## config.mk

```make
export PLATFORM = sky130hd
export DESIGN_NAME = rr_grant_arbiter_flat
export DESIGN_NICKNAME = d
export VERILOG_FILES = /design/src/rtl/arb_pkg.sv /design/src/rtl/rr_grant_arbiter_if.sv /design/src/rtl/rr_prio_encoder.sv /design/src/rtl/rr_grant_arbiter.sv /design/src/flat_wrapper.sv
export SDC_FILE = /design/constraint.sdc
export NUM_CORES = 1
export LEC_CHECK = 0
export ABC_AREA = 1
export BUFFER_PORTS_ARGS = -buffer_cell sky130_fd_sc_hd__buf_4
export CAP_MARGIN = 25
export CORE_MARGIN = 3
export CORE_UTILIZATION = 32
export DETAILED_ROUTE_END_ITERATION = 7
export PLACE_DENSITY = 0.49
export RECOVER_POWER = 50
export REMOVE_ABC_BUFFERS = 1
export SYNTH_ARGS = -nofsm -noshare
export SYNTH_HDL_FRONTEND = slang
export SYNTH_SLANG_ARGS = --single-unit
```

## constraint.sdc

```tcl
create_clock -name clk -period 1.9 [get_ports clk]
set_input_delay 0.19 -clock clk [delete_from_list [all_inputs] [get_ports clk]]
set_output_delay 0.19 -clock clk [all_outputs]
set_load 0.05 [all_outputs]
```

## src/rtl/arb_pkg.sv

```systemverilog
// ---------------------------------------------------------------------------
// arb_pkg
// Shared definitions for the round-robin grant arbiter.
//   ST_IDLE / ST_BUSY : FSM state encodings
//   arb_state_e       : typed FSM state built on those encodings
//   next_idx()        : requester index increment with wrap (n-1 -> 0)
// ---------------------------------------------------------------------------
package arb_pkg;

    localparam logic ST_IDLE = 1'b0;
    localparam logic ST_BUSY = 1'b1;

    typedef enum logic {
        StIdle = ST_IDLE,
        StBusy = ST_BUSY
    } arb_state_e;

    function automatic int unsigned next_idx(input int unsigned idx, input int unsigned n);
        return (idx == n - 1) ? 0 : idx + 1;
    endfunction

endpackage

```

## src/rtl/rr_grant_arbiter_if.sv

```systemverilog
// ---------------------------------------------------------------------------
// rr_grant_arbiter_if
// Request/grant bundle between the requesters and the arbiter.
//   req       : request vector, bit k = requester k
//   gnt       : one-hot grant, zero when idle
//   gnt_idx   : binary index of the owner, 0 when idle
//   gnt_valid : high while any grant is held
//   timeout   : one-cycle pulse on a forced revoke
// Modports: slave = arbiter side, master = requester side.
// ---------------------------------------------------------------------------
interface rr_grant_arbiter_if #(
    parameter int unsigned N_REQ = 4,
    parameter int unsigned IDX_W = 2
) ();

    logic [N_REQ-1:0] req;
    logic [N_REQ-1:0] gnt;
    logic [IDX_W-1:0] gnt_idx;
    logic             gnt_valid;
    logic             timeout;

    modport slave (
        input  req,
        output gnt,
        output gnt_idx,
        output gnt_valid,
        output timeout
    );

    modport master (
        output req,
        input  gnt,
        input  gnt_idx,
        input  gnt_valid,
        input  timeout
    );

endinterface

```

## src/rtl/rr_prio_encoder.sv

```systemverilog
// ---------------------------------------------------------------------------
// rr_prio_encoder
// Combinational rotating priority encoder. The search starts one past
// i_last_idx and wraps, so the previous winner has the lowest priority.
//   i_req       : request vector
//   i_last_idx  : index of the previous winner
//   o_win_idx   : index of the first set request found (0 if none)
//   o_win_valid : high when any request is set
// ---------------------------------------------------------------------------
module rr_prio_encoder
    import arb_pkg::*;
#(
    parameter int unsigned N_REQ = 4,
    parameter int unsigned IDX_W = 2
) (
    input  logic [N_REQ-1:0] i_req,
    input  logic [IDX_W-1:0] i_last_idx,
    output logic [IDX_W-1:0] o_win_idx,
    output logic             o_win_valid
);

    always_comb begin
        int unsigned w_cand;
        logic [IDX_W-1:0] w_cand_idx;
        o_win_idx   = '0;
        o_win_valid = 1'b0;
        w_cand      = 32'(i_last_idx);
        w_cand_idx  = '0;
        for (int k = 0; k < int'(N_REQ); k++) begin
            w_cand     = next_idx(w_cand, N_REQ);
            w_cand_idx = IDX_W'(w_cand);
            // First hit wins; later candidates have lower priority.
            if (!o_win_valid && i_req[w_cand_idx]) begin
                o_win_valid = 1'b1;
                o_win_idx   = w_cand_idx;
            end
        end
    end

endmodule

```

## src/rtl/rr_grant_arbiter.sv

```systemverilog
// ---------------------------------------------------------------------------
// rr_grant_arbiter
// Round-robin arbiter sharing one resource among N_REQ requesters. A grant
// is held until its owner drops the request; on release the grant moves to
// the next winner at the same edge. All outputs are registered.
//   clk     : clock, all state updates on posedge
//   rst_n   : asynchronous active-low reset
//   arb_bus : rr_grant_arbiter_if.slave (req in; gnt, gnt_idx, gnt_valid,
//             timeout out)
// Optional feature: define TIMEOUT_EN to revoke a grant held for MAX_HOLD
// cycles and pulse timeout. Without it, timeout is tied to 0.
// ---------------------------------------------------------------------------
module rr_grant_arbiter
    import arb_pkg::*;
#(
    parameter int unsigned N_REQ    = 4,
    parameter int unsigned IDX_W    = 2,
    parameter int unsigned MAX_HOLD = 8
) (
    input logic               clk,
    input logic               rst_n,
    rr_grant_arbiter_if.slave arb_bus
);

    if (N_REQ < 2 || IDX_W != $clog2(N_REQ) || MAX_HOLD < 1) begin : g_bad_cfg
        $error("rr_grant_arbiter: invalid parameter combination");
    end

    arb_state_e       r_state;
    arb_state_e       w_state_d;
    logic [N_REQ-1:0] r_gnt;
    logic [N_REQ-1:0] w_gnt_d;
    logic [IDX_W-1:0] r_gnt_idx;
    logic [IDX_W-1:0] w_gnt_idx_d;
    logic             r_gnt_valid;
    logic             w_gnt_valid_d;
    logic [IDX_W-1:0] r_last_idx;
    logic [IDX_W-1:0] w_last_idx_d;

    logic             w_owner_req;
    logic             w_revoke;
    logic [N_REQ-1:0] w_enc_req;
    logic [IDX_W-1:0] w_win_idx;
    logic             w_win_valid;

    assign w_owner_req = arb_bus.req[r_gnt_idx];

`ifdef TIMEOUT_EN
    localparam int unsigned HOLD_W = (MAX_HOLD > 1) ? $clog2(MAX_HOLD) : 1;

    logic [HOLD_W-1:0] r_hold_cnt;
    logic [HOLD_W-1:0] w_hold_cnt_d;
    logic              r_timeout;
    logic [N_REQ-1:0]  w_owner_bit;

    assign w_owner_bit = N_REQ'(1) << r_gnt_idx;
    assign w_revoke    = (r_state == StBusy) && w_owner_req &&
                         (r_hold_cnt == HOLD_W'(MAX_HOLD - 1));
    // Hide the revoked owner so it cannot immediately win again.
    assign w_enc_req   = w_revoke ? (arb_bus.req & ~w_owner_bit) : arb_bus.req;
    // Count only while the same owner keeps the grant.
    assign w_hold_cnt_d = (r_state == StBusy && w_owner_req && !w_revoke) ?
                          r_hold_cnt + HOLD_W'(1) : '0;

    always_ff @(posedge clk or negedge rst_n) begin
        if (!rst_n) begin
            r_hold_cnt <= '0;
            r_timeout  <= 1'b0;
        end else begin
            r_hold_cnt <= w_hold_cnt_d;
            r_timeout  <= w_revoke;
        end
    end

    assign arb_bus.timeout = r_timeout;
`else
    assign w_revoke        = 1'b0;
    assign w_enc_req       = arb_bus.req;
    assign arb_bus.timeout = 1'b0;
`endif

    rr_prio_encoder #(
        .N_REQ (N_REQ),
        .IDX_W (IDX_W)
    ) u_prio_encoder (
        .i_req       (w_enc_req),
        .i_last_idx  (r_last_idx),
        .o_win_idx   (w_win_idx),
        .o_win_valid (w_win_valid)
    );

    always_comb begin
        w_state_d     = r_state;
        w_gnt_idx_d   = r_gnt_idx;
        w_gnt_valid_d = r_gnt_valid;
        w_last_idx_d  = r_last_idx;
        unique case (r_state)
            StIdle: begin
                if (w_win_valid) begin
                    w_state_d     = StBusy;
                    w_gnt_idx_d   = w_win_idx;
                    w_gnt_valid_d = 1'b1;
                    w_last_idx_d  = w_win_idx;
                end
            end
            StBusy: begin
                if (!w_owner_req || w_revoke) begin
                    if (w_win_valid) begin
                        w_gnt_idx_d  = w_win_idx;
                        w_last_idx_d = w_win_idx;
                    end else begin
                        // last_idx keeps the old owner so it stays lowest priority.
                        w_state_d     = StIdle;
                        w_gnt_idx_d   = '0;
                        w_gnt_valid_d = 1'b0;
                    end
                end
            end
            default: begin
                w_state_d     = StIdle;
                w_gnt_idx_d   = '0;
                w_gnt_valid_d = 1'b0;
            end
        endcase
        w_gnt_d = w_gnt_valid_d ? (N_REQ'(1) << w_gnt_idx_d) : '0;
    end

    always_ff @(posedge clk or negedge rst_n) begin
        if (!rst_n) begin
            r_state     <= StIdle;
            r_gnt       <= '0;
            r_gnt_idx   <= '0;
            r_gnt_valid <= 1'b0;
            r_last_idx  <= IDX_W'(N_REQ - 1);
        end else begin
            r_state     <= w_state_d;
            r_gnt       <= w_gnt_d;
            r_gnt_idx   <= w_gnt_idx_d;
            r_gnt_valid <= w_gnt_valid_d;
            r_last_idx  <= w_last_idx_d;
        end
    end

    assign arb_bus.gnt       = r_gnt;
    assign arb_bus.gnt_idx   = r_gnt_idx;
    assign arb_bus.gnt_valid = r_gnt_valid;

endmodule

```

## src/flat_wrapper.sv

```systemverilog
// flat-port wrapper written by rule: the top's interface ports become plain ports
module rr_grant_arbiter_flat import arb_pkg::*;
#(
    parameter int unsigned N_REQ    = 4,
    parameter int unsigned IDX_W    = 2,
    parameter int unsigned MAX_HOLD = 8
)
  (clk, rst_n, arb_bus_req, arb_bus_gnt, arb_bus_gnt_idx, arb_bus_gnt_valid, arb_bus_timeout);
  rr_grant_arbiter_if #(.N_REQ(N_REQ), .IDX_W(IDX_W)) arb_bus_i ();
  input logic clk;
  input logic rst_n;
  input wire logic [$bits(arb_bus_i.req)-1:0] arb_bus_req;
  output wire logic [$bits(arb_bus_i.gnt)-1:0] arb_bus_gnt;
  output wire logic [$bits(arb_bus_i.gnt_idx)-1:0] arb_bus_gnt_idx;
  output wire logic [$bits(arb_bus_i.gnt_valid)-1:0] arb_bus_gnt_valid;
  output wire logic [$bits(arb_bus_i.timeout)-1:0] arb_bus_timeout;
  assign arb_bus_i.req = arb_bus_req;
  assign arb_bus_gnt = arb_bus_i.gnt;
  assign arb_bus_gnt_idx = arb_bus_i.gnt_idx;
  assign arb_bus_gnt_valid = arb_bus_i.gnt_valid;
  assign arb_bus_timeout = arb_bus_i.timeout;
  rr_grant_arbiter #(.N_REQ(N_REQ), .IDX_W(IDX_W), .MAX_HOLD(MAX_HOLD)) u_core (.clk(clk), .rst_n(rst_n), .arb_bus(arb_bus_i));
endmodule
```

# == Word-level counts from Yosys, hierarchy flattened ==
# Cells that the tools add are included.
# totals
regBits,10
latch_bits,0
ramBits,0
mem_bits_ro,0
inputBits,6
out_inout_bits,8
word_cells,64
mem_count,0
# op_classes
n_addsub,4
mul,0
div,0
n_lt_le_gt_ge,5
n_eq_ne,5
n_shift,1
mux,37
n_bitwise,1
reduce_logical,6
# op_table
operator,n
$mux 2,10
$lt 2x3->1 const B,5
$mux 1,14
$bmux 1 s2,5
$mux 4,2
$pmux 2 s2,2
$add 4x1->5 const B,1
$eq 5x2->1 const B,1
$mux 5,1
$add 3x1->4 const B,1
$eq 4x2->1 const B,1
$pmux 1 s2,2
$shl 1x2->4 const A,1
$add 2x1->3 const B,1
$eq 3x2->1 const B,1
$logic_and 1x1->1,3
$logic_not 1->1,3
$mux 3,1
$add 2x1->2 const B,1
$eq 2x2->1 const B,1
$ne 2x2->1 const B,1
$not 1->1,1

# == Logic depth before layout (Yosys ltp) ==
# depth
ltp_word,19
depth_mapped,16

# == Cells and area by module ==
# Synthesis repeated with hierarchy kept, for this count alone.
# unflattened
hier_cells,128
hier_area_um2,883.3
# modules_own_cells
mod,instances,cells_per_inst,area_each_um2
rr_grant_arbiter,1,70,580.6
rr_prio_encoder,1,58,302.8

# == Worst setup path after synthesis ==
# Ideal clock, no wire load.
# synth_path
path_type,flip-flop to flip-flop
startpoint,register u_core.r_last_idx[0]
endpoint,register u_core.r_gnt[2] (netlist: u_core.arb_bus.gnt[2])
t_arrival_ns,1.808
required_time_ns,1.784
setup_slack_ns,-0.024
path_stages_with_launch,13
n_path_buf,0
synth_period_minus_slack_ns,1.924
path_cell_list,dfstp_2 -> ha_1 -> inv_1 -> nand2_1 -> nand2_1 -> nand2_2 -> nand2_4 -> nand3_4 -> or2_1 -> nand3_2 -> nand2_4 -> inv_2 -> nor2_1
# synth_between
elab_chain_cells,19
elab_cells_between_ends,44
cone_classes,4 x add/sub; 4 x eq/ne; 1 x shift; 29 x mux; 6 x reduce/logical
# synth_lines
element,line_no,rtl
"start, declared",rr_grant_arbiter.sv:37,logic [IDX_W-1:0] r_last_idx;
"start signal, assigned",rr_grant_arbiter.sv:134,r_last_idx <= IDX_W'(N_REQ - 1);
"start signal, assigned",rr_grant_arbiter.sv:140,r_last_idx <= w_last_idx_d;
$add 2x1->3 / $eq 2x2->1 (equally long branches),arb_pkg.sv:19,return (idx == n - 1) ? 0 : idx + 1;
$mux 3 (*),arb_pkg.sv:19,
branches (longest 14 deep; another with $add 4x1->5),--,
$pmux 2 s2 (*),rr_grant_arbiter.sv:97,unique case (r_state)
named net u_core.w_gnt_idx_d[1],rr_grant_arbiter.sv:34,logic [IDX_W-1:0] w_gnt_idx_d;
$shl 1x2->4 (*),rr_grant_arbiter.sv:125,w_gnt_d = w_gnt_valid_d ? (N_REQ'(1) << w_gnt_idx_d) : '0;
$mux 4 (*),rr_grant_arbiter.sv:125,
named net u_core.w_gnt_d[2],rr_grant_arbiter.sv:32,logic [N_REQ-1:0] w_gnt_d;
"end signal, assigned",rr_grant_arbiter.sv:137,r_gnt <= w_gnt_d;
"end, declared",rr_grant_arbiter.sv:31,logic [N_REQ-1:0] r_gnt;
# Mark *: on every way through the listed nets, which the timed path passes. The select of a mux whose other input is x is not followed.
# A chain may end at the register's enable or synchronous reset.

# == Worst setup path in the final report ==
# layout_path
startpoint,register u_core.r_last_idx[0]
endpoint,register u_core.r_gnt[0] (netlist: u_core.arb_bus.gnt[0])
# layout_between
elab_cells_between_ends,44
cone_classes,4 x add/sub; 4 x eq/ne; 1 x shift; 29 x mux; 6 x reduce/logical
# layout_lines
element,line_no,rtl
$add 2x1->3 / $eq 2x2->1 (equally long branches),arb_pkg.sv:19,
$mux 3 (*),arb_pkg.sv:19,
branches (longest 11 deep; another with $add 4x1->5),--,
$mux 1 (*),rr_prio_encoder.sv:33,if (!o_win_valid && i_req[w_cand_idx]) begin
$mux 1,rr_grant_arbiter.sv:108,if (w_win_valid) begin
$mux 1,rr_grant_arbiter.sv:107,if (!w_owner_req || w_revoke) begin
$pmux 1 s2 (*),rr_grant_arbiter.sv:97,
named net u_core.w_gnt_valid_d,rr_grant_arbiter.sv:36,logic w_gnt_valid_d;
$mux 4 (*),rr_grant_arbiter.sv:125,
named net u_core.w_gnt_d[0],rr_grant_arbiter.sv:32,
# Marked as above.

==> results by group <==
Run status
  – Status: finished, final reports clean

Critical path
  – R2R depth: 11
  – Crit start category: flip-flop
  – Critical path endpoint category: flip-flop
  – Worst-path fanout max: 5
  – Crit Path Category: reg2reg
  – WP data required: ~2.1 ns
  – Critical path arrival: 2.09 ns

Clocking
  – Num CTS Buffers: 3
  – Clk buf depth: 2
  – Clock root buffer: clkbuf_4
  – Clock Sinks: 10
  – Htree depth: 1
  – Clock Latency Late Sink: 0.27 ns
  – Worst-path clk slew: 0.08 ns
  – CTS tree: built

Routing
  – Drt pass-1 iters: 4
  – Final wirelength: 1896 um
  – Drt wl/cell: 11.49 um
  – Via Count: 783
  – Final ANT Viol Nets: 0
  – Drt via density: 4.745
  – DRT iter0 DRCs: 13
  – Drt drc: 0

Yosys
  – Yosys reg bits: 10
  – Fraction of the yosys area taken by sequential cells: 0.3263
  – Cell count after synthesis: between 100 and 150
  – Syn_area_per_cell: 6.794 um^2
  – Mapped cell area: 774.5 um^2
  – Number of synthesis warnings: 0
  – Post-synthesis cell type count: 24

Global route
  – First-pass GRT wire length: just under 3000 um
  – Via count of the first global-routing pass: 706
  – Initial antenna violation count: 0
  – Total GRT Usage: 0.1351
  – Largest net degree at the start of global routing: 11
  – Total gr overflow: 0

Finish
  – Nets@finish: 145
  – Register area: between 200 and 300 um^2
  – Antenna diodes: 0
  – Area growth from synthesis to layout: 39.58%
  – Fillers: 241
  – Area of the multi-input gates: around 540 um^2
  – Share of cells above drive strength 1: 0.4526
  – Finished Core Util: 0.4795
  – Finished Cell Area: 0.001081 mm^2
  – Most frequent cells in the layout: nand2_1 (30), buf_4 (16), nand2_2 (12), inv_1 (9)
  – Most common cell after layout, fill and taps aside: nand2_1

Timing
  – Final Cycle Share: 0.9991
  – Final Hold Viols: 0
  – Final Max Tran Viols: 0
  – Hold_ws: 0.4130 ns
  – Final setup fails: 0
  – Fmax: 526.8 MHz
  – Worst Tran Pin Value: 0.6034 ns
  – Setup TNS: 0 ns
  – Slew headroom: 0.5995
  – RSZ-0062 raised after global routing: true
  – Tmin final: 1.898 ns
  – Post-route clock skew: between 0.006 and 0.007 ns

Die
  – Die area: between 0.003 and 0.004 mm^2
  – Core Rows: 17
  – Height of the die: 55.20 um
  – Starting Density: 0.3435
  – Core area: about 0.0023 mm^2
  – Die X: approximately 55 um
  – # IOs: 14

Placement
  – Placer Congestion: 0.7613
  – Post-DP Area: 907.1 um^2
  – Port Buf Inserts: 12
  – HPWL Detailed: 1455 um

Run
  – Max-Cap Viols: 0

Hold path
  – Worst Hold Class: in2async
[routing by layer]
layer / part of all wire / up-vias / global-route usage
met1: 0.44 / 366 / 0.1661
met5: 0 / - / 0
met4: 0 / 0 / 0.02429
met2: 0.52 / 17 / 0.2421
li1: - / 400 / -
met3: 0.041 / 0 / 0.02949
[what timing repair did]
item,4_1_cts,5_1_grt
pin swaps,12,7
gates resized for setup,12,17
buffers inserted,3,2
endpoints found under the setup margin,8,8
hold buffers,1,0
endpoints found under the hold margin,10,0
cloned,0,0
[worst max-delay path, cell delays in order, from the launching register on]
cell	delay (ns)
dfstp_2	0.56
ha_4	0.23
inv_6	0.09
nand3_2	0.11
nand2_2	0.11
inv_2	0.07
nand3_4	0.08
nor2_4	0.05
buf_4	0.13
o21ai_4	0.16
nand3_2	0.14
nor2_2	0.10
[cell usage after synthesis]
master	count	share of area
inv_1	12	0.058
nor2_2	1	0.0081
o21ai_0	4	0.026
nand2_2	6	0.048
dfstp_2	2	0.068
nor2_1	12	0.058
nand4_1	1	0.0081
nand3_2	2	0.026
o211ai_1	1	0.0097
nand3_4	1	0.023
ha_1	1	0.016
inv_2	4	0.019
clkinv_1	1	0.0048
nor2_4	1	0.015
or2_1	1	0.0081
o211ai_4	1	0.027
dfrtp_1	8	0.26
nand2_4	3	0.044
nand2_1	39	0.19
o21ai_1	2	0.013
buf_4	1	0.0097
nor3_1	1	0.0065
conb_1	1	0.0048
nand3_1	8	0.052
[per-stage QoR]
step                setup WS [ns]  std cells
detailed placement        -0.1423        155
finish                   0.001677        165
CTS                      -0.01710        163
floorplan                -0.02420        113
global placement          -0.1157        155
global route              -0.1163        165
[layout make-up]
| cell class | instances | share of cell area |
|---|---|---|
| Inverter | 17 | 0.06597 |
| Sequential cell | 10 | 0.2338 |
| Timing Repair Buffer | 20 | 0.1377 |
| Tap cell | 28 | 0.03241 |
| Clock buffer | 4 | 0.03356 |
| Multi-Input combinational cell | 86 | 0.4965 |
[kinds of logic (layout without fill, tap and decap cells)]
group                    count (synthesis)  count (layout)  synth area share
AND/OR/NAND/NOR                         76              76            0.4847
buffers and inverters                   18              41           0.09207
flip-flops                              10              10            0.3263
adder cells (fa/ha/maj)                  1               1           0.01615
AO/OA/AOI/OAI                            8               8           0.07593
other                                    1               1          0.004842
[registers in the layout, indices dropped and copies added (netlist names)]
name and flops:
u_core.r_state 1, u_core.arb_bus.gnt_valid 1, u_core.arb_bus.gnt 4, u_core.r_last_idx 2, u_core.arb_bus.gnt_idx 2
[final timing paths]
check	endpoint	start	slack (ns)
min in group clk	u_core.r_last_idx[0]$_DFFE_PN1P_	arb_bus_req[2]	0.50
hold / removal	u_core.arb_bus.gnt[3]$_DFF_PN0_	rst_n	0.41
max in group asynchronous	u_core.r_last_idx[1]$_DFFE_PN1P_	rst_n	1.11
setup reg to reg	u_core.arb_bus.gnt[0]$_DFF_PN0_	u_core.r_last_idx[0]$_DFFE_PN1P_	0.002
setup / recovery	u_core.arb_bus.gnt[0]$_DFF_PN0_	u_core.r_last_idx[0]$_DFFE_PN1P_	0.002
hold reg to reg	u_core.r_last_idx[1]$_DFFE_PN1P_	u_core.r_last_idx[1]$_DFFE_PN1P_	0.51
Power is left out: the tool's default activity adds up to more than one toggle a clock period on the data nets, which glitch-free logic cannot reach.
